`src/rtl/sha_pkg.sv`:
```
// Shared constants and helpers for the SHA message-block datapath.
package sha_pkg;

    localparam int SHA_BLOCK_W      = 512;
    localparam int SHA_TAIL_BLOCK_W = 448;

    // Wraps by explicit compare so non-power-of-two depths cycle correctly.
    function automatic int unsigned ptr_inc(input int unsigned ptr, input int unsigned depth);
        return (ptr == depth - 32'd1) ? 32'd0 : ptr + 32'd1;
    endfunction

endpackage

```
`src/rtl/sha_fifo_ptr.sv`:
```
// Wrapping index counter for the block FIFO (used for both read and write sides).
module sha_fifo_ptr
    import sha_pkg::*;
#(
    parameter  int DEPTH = 4,
    localparam int PTR_W = $clog2(DEPTH)
) (
    input  logic             CLK,
    input  logic             RST,
    input  logic             clr,
    input  logic             inc,
    output logic [PTR_W-1:0] ptr
);

    logic [PTR_W-1:0] ptr_q;
    logic [PTR_W-1:0] ptr_d;

    always_comb begin
        ptr_d = ptr_q;
        if (clr) begin
            ptr_d = '0;
        end else if (inc) begin
            ptr_d = PTR_W'(ptr_inc(32'(ptr_q), 32'(DEPTH)));
        end
    end

    always_ff @(posedge CLK or negedge RST) begin
        if (!RST) begin
            ptr_q <= '0;
        end else begin
            ptr_q <= ptr_d;
        end
    end

    assign ptr = ptr_q;

endmodule

```
`src/rtl/sha_block_fifo.sv`:
```
// Multi-entry first-word-fall-through buffer for SHA message blocks, placed
// between the block/nonce generator and the SHA-256 core.
module sha_block_fifo
    import sha_pkg::*;
#(
    parameter int BLOCK_W = SHA_TAIL_BLOCK_W,
    parameter int DEPTH   = 4,
    parameter int CNT_W   = $clog2(DEPTH + 1)
) (
    input  logic               CLK,
    input  logic               RST,
    input  logic               flush,
    input  logic               in_valid,
    output logic               in_ready,
    input  logic [BLOCK_W-1:0] block_in,
    output logic               out_valid,
    input  logic               out_ready,
    output logic [BLOCK_W-1:0] block_out,
    output logic [CNT_W-1:0]   count,
    output logic               full,
    output logic               empty
);

    localparam int PTR_W = $clog2(DEPTH);

    logic [CNT_W-1:0]   count_q;
    logic [CNT_W-1:0]   count_d;
    logic [PTR_W-1:0]   wr_ptr;
    logic [PTR_W-1:0]   rd_ptr;
    logic               push;
    logic               pop;
    logic [BLOCK_W-1:0] mem_q [DEPTH];

    // All handshake flags derive from count alone; no path from out_ready to in_ready.
    assign full      = (count_q == CNT_W'(DEPTH));
    assign empty     = (count_q == '0);
    assign in_ready  = !full;
    assign out_valid = !empty;
    assign push      = in_valid & in_ready;
    assign pop       = out_valid & out_ready;
    assign count     = count_q;

    always_comb begin
        count_d = count_q;
        if (flush) begin
            count_d = '0;
        end else if (push && !pop) begin
            count_d = count_q + CNT_W'(1);
        end else if (pop && !push) begin
            count_d = count_q - CNT_W'(1);
        end
    end

    always_ff @(posedge CLK or negedge RST) begin
        if (!RST) begin
            count_q <= '0;
        end else begin
            count_q <= count_d;
        end
    end

    sha_fifo_ptr #(.DEPTH(DEPTH)) u_wr_ptr (
        .CLK (CLK),
        .RST (RST),
        .clr (flush),
        .inc (push),
        .ptr (wr_ptr)
    );

    sha_fifo_ptr #(.DEPTH(DEPTH)) u_rd_ptr (
        .CLK (CLK),
        .RST (RST),
        .clr (flush),
        .inc (pop),
        .ptr (rd_ptr)
    );

    // Storage is deliberately left unreset; empty masks the head on block_out.
    for (genvar gi = 0; gi < DEPTH; gi++) begin : g_entry
        always_ff @(posedge CLK) begin
            if (push && !flush && (wr_ptr == PTR_W'(gi))) begin
                mem_q[gi] <= block_in;
            end
        end
    end

    assign block_out = empty ? '0 : mem_q[rd_ptr];

endmodule

```
`config.mk`:
```
export PLATFORM = sky130hd
export DESIGN_NAME = sha_block_fifo
export DESIGN_NICKNAME = d
export VERILOG_FILES = /design/src/rtl/sha_pkg.sv /design/src/rtl/sha_fifo_ptr.sv /design/src/rtl/sha_block_fifo.sv
export SDC_FILE = /design/constraint.sdc
export NUM_CORES = 1
export LEC_CHECK = 0
export ABC_CLOCK_PERIOD_IN_PS = 12400
export CORE_MARGIN = 1
export CORE_UTILIZATION = 50
export DETAILED_ROUTE_END_ITERATION = 10
export PLACE_DENSITY = 0.83
export RECOVER_POWER = 100
export SKIP_CTS_REPAIR_TIMING = 1
export SYNTH_ARGS = -nofsm -noshare
export SYNTH_HDL_FRONTEND = slang
export SYNTH_SLANG_ARGS = --single-unit
```
`constraint.sdc`:
```
create_clock -name CLK -period 12.4 [get_ports CLK]
set_input_delay 3.72 -clock CLK [delete_from_list [all_inputs] [get_ports CLK]]
set_output_delay 3.72 -clock CLK [all_outputs]
set_load 0.01 [all_outputs]
```
==> results of run 1 <==
## registers in the layout, indices dropped and copies added, names as in the netlist
signal        flops
count             3
mem_q          1792
u_rd_ptr.ptr      2
u_wr_ptr.ptr      2
## final cells by class
type | count | share of cell area
tap | 1781 | 0.02621
antenna | 77 | 0.002266
clock inverter | 107 | 0.01428
sequential | 1799 | 0.6351
inverter | 9 | 0.0003974
multi-input combinational | 941 | 0.1556
timing repair buffer | 930 | 0.1113
clock buffer | 216 | 0.05482
## worst paths after layout
check	startpoint	to	slack, ps	cells past startpoint
max	in_valid	mem_q[1][152]	2210	5
min	u_wr_ptr.ptr[1]	u_wr_ptr.ptr[1]	600	2
max reg2reg	count[0]	mem_q[1][152]	5230	5
min reg2reg	u_wr_ptr.ptr[1]	u_wr_ptr.ptr[1]	600	2
max in group asynchronous	RST	u_rd_ptr.ptr[0]	8800	1
min in group asynchronous	RST	u_rd_ptr.ptr[1]	3290	1
## tightest hold or removal path: cells and delay by family, from the launching register on
family	cells	cell delay, ps
DFF	1	410
AOI/OAI and AO/OA	2	150
## power groups by stage
stage                     Clock (mW)  Combinational [mW]  Sequential (mW)
after floorplan                    0                2.04             7.23
after global placement             0                3.97             7.16
after detailed placement           0                3.99             7.18
after CTS                       5.49                4.04             7.06
after global routing            5.71                4.06             7.09
final                           5.40                3.83             7.07
## layout by cell type (no fill, tap or decap), drive strengths merged, types with 2 or more instances in the layout
cell type,instances
bufinv,23
dfrtp,7
mux4,448
a21oi,4
o2111ai,2
nor2,2
o31ai,2
inv,14
clkdlybuf4s50,272
buf,19
dlygate4sd3,635
clkbuf,220
edfxtp,1792
and2,452
or3b,2
nand2,2
diode,77
nand3,4
clkinvlp,4
o21ai,3
or3,2
clkinv,75
ha,5
## routing by layer
metal / vias up / GRT usage
li1: 13988 / -
met1: 17053 / 0.2550
met2: 1517 / 0.3696
met3: 415 / 0.07763
met4: 60 / 0.1140
met5: - / 0
## cell families (layout without fill, tap and decap cells)
group | Yosys count | count (layout)
flops | 1799 | 1799
simple gates | 469 | 469
mux | 449 | 449
buf+inv | 163 | 1262
compound gates | 16 | 16
fa+ha+maj | 6 | 6
xor+xnor | 1 | 1
other cells | 0 | 77
## per-stage QoR
stage	setup TNS [ps]	hold slack [ps]	instance area (um^2)	util
final	0	602.4	85020	0.6276
after global routing	0	643.3	84990	0.6274
after CTS	0	602.6	84890	0.6266
after detailed placement	0	592.5	79010	0.5833
after global placement	0	582.0	79010	0.5833
after floorplan	-1269660	560.3	68270	-
==> results.toml, run 1 <==
[worst_setup_path]
crit_chain = "dlygate4sd3_1 -> inv_1 -> nor3_1 -> and2_0 -> clkbuf_2"
worstPathRequired_ps = 12680
cp_max_fo = 120
worstPathArrival_ps = 10480
cp_top_family = "buffers and inverters"
criticalPathCategory = "in -> reg"
cp-end-kind = "flop"
start_kind = "input pin"
slowest_delay_ps = 2750
crit_slowest_cell = "clkbuf_2"
critical_path_buf_inv_count = 3

[placement]
finalWeightedCongestion = 0.7918
placed_cells = 5460
dpl_worst_slack_ps = 4909
hpwl_mm = 90.80
portBuffers = 907

[clocking]
cts_tree = "yes"
cts_buffer_depth = 3
worstSkewPairLatency_ps = 800
clkSinkCount = 1799
h-tree-depth = 4
clk_pin_slew_ps = 60
cts_made_buffers = 177
clock-root-buffer = "clkbuf_16"

[sta]
final-setup-viol-count = 0
fmax_ghz = 0.09810
period_needed_ps = 10190
hold_viol = 0
skew_ps = 49.86
fin_crit_sh = 0.8221
rsz0062_at_grt = "false"
finalWorstSetupSlack_ps = 2206
worst_slew_pin_slew_ps = 4155
slew_headroom = -1.770
report.final.slew_viol_count = 614

[power_and_ir_drop]
p_clk_frac = 0.331
intPower_mw = 12.06
p_seq_frac = 0.434
pwr_density_cell_nw_per_um2 = 191.8
total_leakage_power_nw = 26.81
power_mw = 16.31
swShare = 0.2603
power.switching_mw = 4.246
peakVddDrop_mv = 0.1449
combPwrFrac = 0.235

[logic_synthesis]
synth-edff-count = 1792
synth-xor-area-share = 0.0001283
yosys.area.top_type = "edfxtp_1"
synth-simple-area-share = 0.04287
syn_nets = 3362
yosysSeqAreaShare = 0.7908
synthMuxAreaShare = 0.1480
postSynthRegisterBits = 1799
synth.most_common_cell = "edfxtp_1"
synth_top_family_by_area = "multiplexers"
async_flop_share = 0.003891
synth_compound_area_frac = 0.001594
yosys_most_used_dff = "edfxtp_1"
syn_area_um2 = 68270
synth_fa_ha_area_frac = 0.001210
synth_common_cells = "edfxtp_1, and2_1, mux4_2, clkbuf_1, buf_6"
yosysWarnings = 0
yosysTopAreaCellShare = 0.7882
synthTopCellsByArea = "edfxtp_1, mux4_2, and2_1"
synthDistinctLibCells = 33
syn_inst = 2903
syn_avg_cell_area_um2 = 23.52

[drt]
wl_met1_mm = 54.17
wl_met3_mm = 14.67
drc = 0
avgRoutedWirePerCell_um = 26.95
drtPass1Iterations = 7
ant_nets = 0
top_layer = "met5"
vias = 33033
routed_wl_mm = 157.9
vias_per_cell = 5.637
dr_wl_met2_mm = 81.31
drt_iter0_markers = 2945

[run_status]
status = "complete, but fails checks"
violations = "capacitance limit, slew limit"

[global_route]
antenna_found_initial = 123
overflow = 0
grt_pass1_wl_mm = 223.6
first_global_vias = 34387
grt_max_degree = 211
grt_use_total = 0.2224

[min_path]
hold_class = "reg -> reg"

[cells_and_area]
multi_input_area_um2 = 13230
ff_latch_area_um2 = 53990
fillers = 8669
nets = 4317
area_delta_synth_final_pct = 24.53
layoutNonFillerInstCount = 5860
final_layout_size_suffix_gt1_frac = 0.1804

[flow_run]
maxCapViolCount = 9

[floorplan]
core_area_um2 = 135500
fp.dieW_um = 371.5
die_area_um2 = 138000
die_y_um = 371.5
row_count = 135
ios = 908
initial_core_util = 0.5040
Note: power is estimated with default switching activity, not from simulation.
==> run 2, diff against run 1 <==
ABC_CLOCK_PERIOD_IN_PS = 9360   (was 12400)
clock period = 9.36 ns   (was 12.4 ns; I/O delays follow)
==> results.toml, run 2 (synthesized netlist as in run 1, its figures left out) <==
[global_route]
grt_pass1_wl_mm = 225.5
first_global_vias = 34770
grt_max_degree = 165
antenna_found_initial = 135
grt_use_total = 0.2249
overflow = 0

[placement]
finalWeightedCongestion = 0.8150
dpl_worst_slack_ps = 3220
portBuffers = 907
hpwl_mm = 92.89
placed_cells = 5473

[clocking]
clk_pin_slew_ps = 60
clkSinkCount = 1799
cts_made_buffers = 176
cts_tree = "yes"
worstSkewPairLatency_ps = 790
h-tree-depth = 4
cts_buffer_depth = 3
clock-root-buffer = "clkbuf_16"

[sta]
hold_viol = 0
rsz0062_at_grt = "false"
slew_headroom = -1.690
finalSetupTns_ps = 0
fmax_ghz = 0.1277
fin_crit_sh = 0.8369
worst_slew_pin_slew_ps = 4033
skew_ps = 32.50
final-setup-viol-count = 0
period_needed_ps = 7833
report.final.slew_viol_count = 516
finalWorstSetupSlack_ps = 1527

[worst_setup_path]
timing.rr.start = "count[0]"
cp-end-kind = "flop"
timing.rr.end = "mem_q[0][386]"
cp_max_fo = 45
criticalPathCategory = "in -> reg"
start_kind = "input pin"
worstPathRequired_ps = 9740
worstRegToRegCells = 5
reg2reg_slack_ps = 3610
worstPathArrival_ps = 8220

[drt]
drc = 0
vias = 33214
routed_wl_mm = 160.2
vias_per_cell = 5.654
avgRoutedWirePerCell_um = 27.27
ant_nets = 0
drt_iter0_markers = 2863
drtPass1Iterations = 7

[cells_and_area]
top_register = "mem_q"
area_delta_synth_final_pct = 24.30
layout_commonest_cell = "edfxtp_1"
nets = 4329
fin_util = 0.6264
layoutNonFillerInstCount = 5874
most-common-layout-cells = "edfxtp_1, dlygate4sd3_1, mux4_2, and2_1, clkdlybuf4s50_1"
final_layout_size_suffix_gt1_frac = 0.1818
largest_reg_flops = 1792

[run_status]
status = "complete, but fails checks"
violations = "capacitance limit, slew limit"

[power_and_ir_drop]
pwr_density_cell_nw_per_um2 = 251.0
power_mw = 21.30
peakVddDrop_mv = 0.2951
total_leakage_power_nw = 26.97

[min_path]
hold_class = "reg -> reg"
whs_path_depth = 1
worstHoldStart = "count[2]"
holdPathEnd = "count[2]"

[floorplan]
die_y_um = 371.5
initial_core_util = 0.5040
fp.dieW_um = 371.5
die_area_um2 = 138000
core_area_um2 = 135500
row_count = 135
ios = 908

[flow_run]
maxCapViolCount = 11
run 2: cell types whose count changed in the layout (fill, tap and decap cells not counted), sizes merged:
cell / before / now
clkdlybuf4s50: 272 / 206
dlygate4sd3: 635 / 701
bufinv: 23 / 13
buf: 19 / 28
clkbuf: 220 / 229
clkinv: 75 / 79
clkinvlp: 4 / 5
diode: 77 / 78
run 2: cell type report:
cell class                      instances  area (um^2)
Sequential cell                      1799        53990
Fill cell                            8606        50610
Multi-Input combinational cell        941        13230
Timing Repair Buffer                  943         9542
Clock buffer                          221         4658
Tap cell                             1781         2228
Clock inverter                        102        978.4
Antenna cell                           78        195.2
Inverter                                9        33.78
run 2: worst max-delay path by stage:
stage / end / startpoint / cells after the start
after global routing: mem_q[0][413] / in_valid / 5
final: mem_q[0][386] / in_valid / 5
after detailed placement: mem_q[0][148] / in_valid / 5
after floorplan: mem_q[0][0] / in_valid / 4
after global placement: mem_q[0][148] / in_valid / 5
after CTS: block_out[194] / u_rd_ptr.ptr[0] / 4
run 2: per-layer routing:
layer	global-route usage	wire (um)	vias to the layer above	share of wire
li1	-	-	14007	-
met1	0.2542	54720	17171	0.34
met2	0.3722	81260	1503	0.51
met3	0.08546	15600	449	0.097
met4	0.1160	8087	84	0.050
met5	0	528	-	0.0033
run 2: worst max-delay path, stage by stage:
cell	delay, ps
dlygate4sd3_1	750
inv_1	140
nor3_1	300
and2_0	2930
clkbuf_2	1220
run 2: through the flow:
step | cell area (um^2) | hold WS (ps)
4_1_cts | 84710 | 595.7
5_1_grt | 84810 | 643.1
3_3_place_gp | 79070 | 588.3
2_1_floorplan | 68270 | 560.3
6_report | 84860 | 603.7
3_5_place_dp | 79070 | 584.0
run 2: report_power, final:
part	leakage, nW	switching (mW)	internal [mW]
Combinational	7.87	2.55	2.53
Clock	2.74	2.96	3.91
Sequential	16.4	0.124	9.23
Total	27.0	5.63	15.7
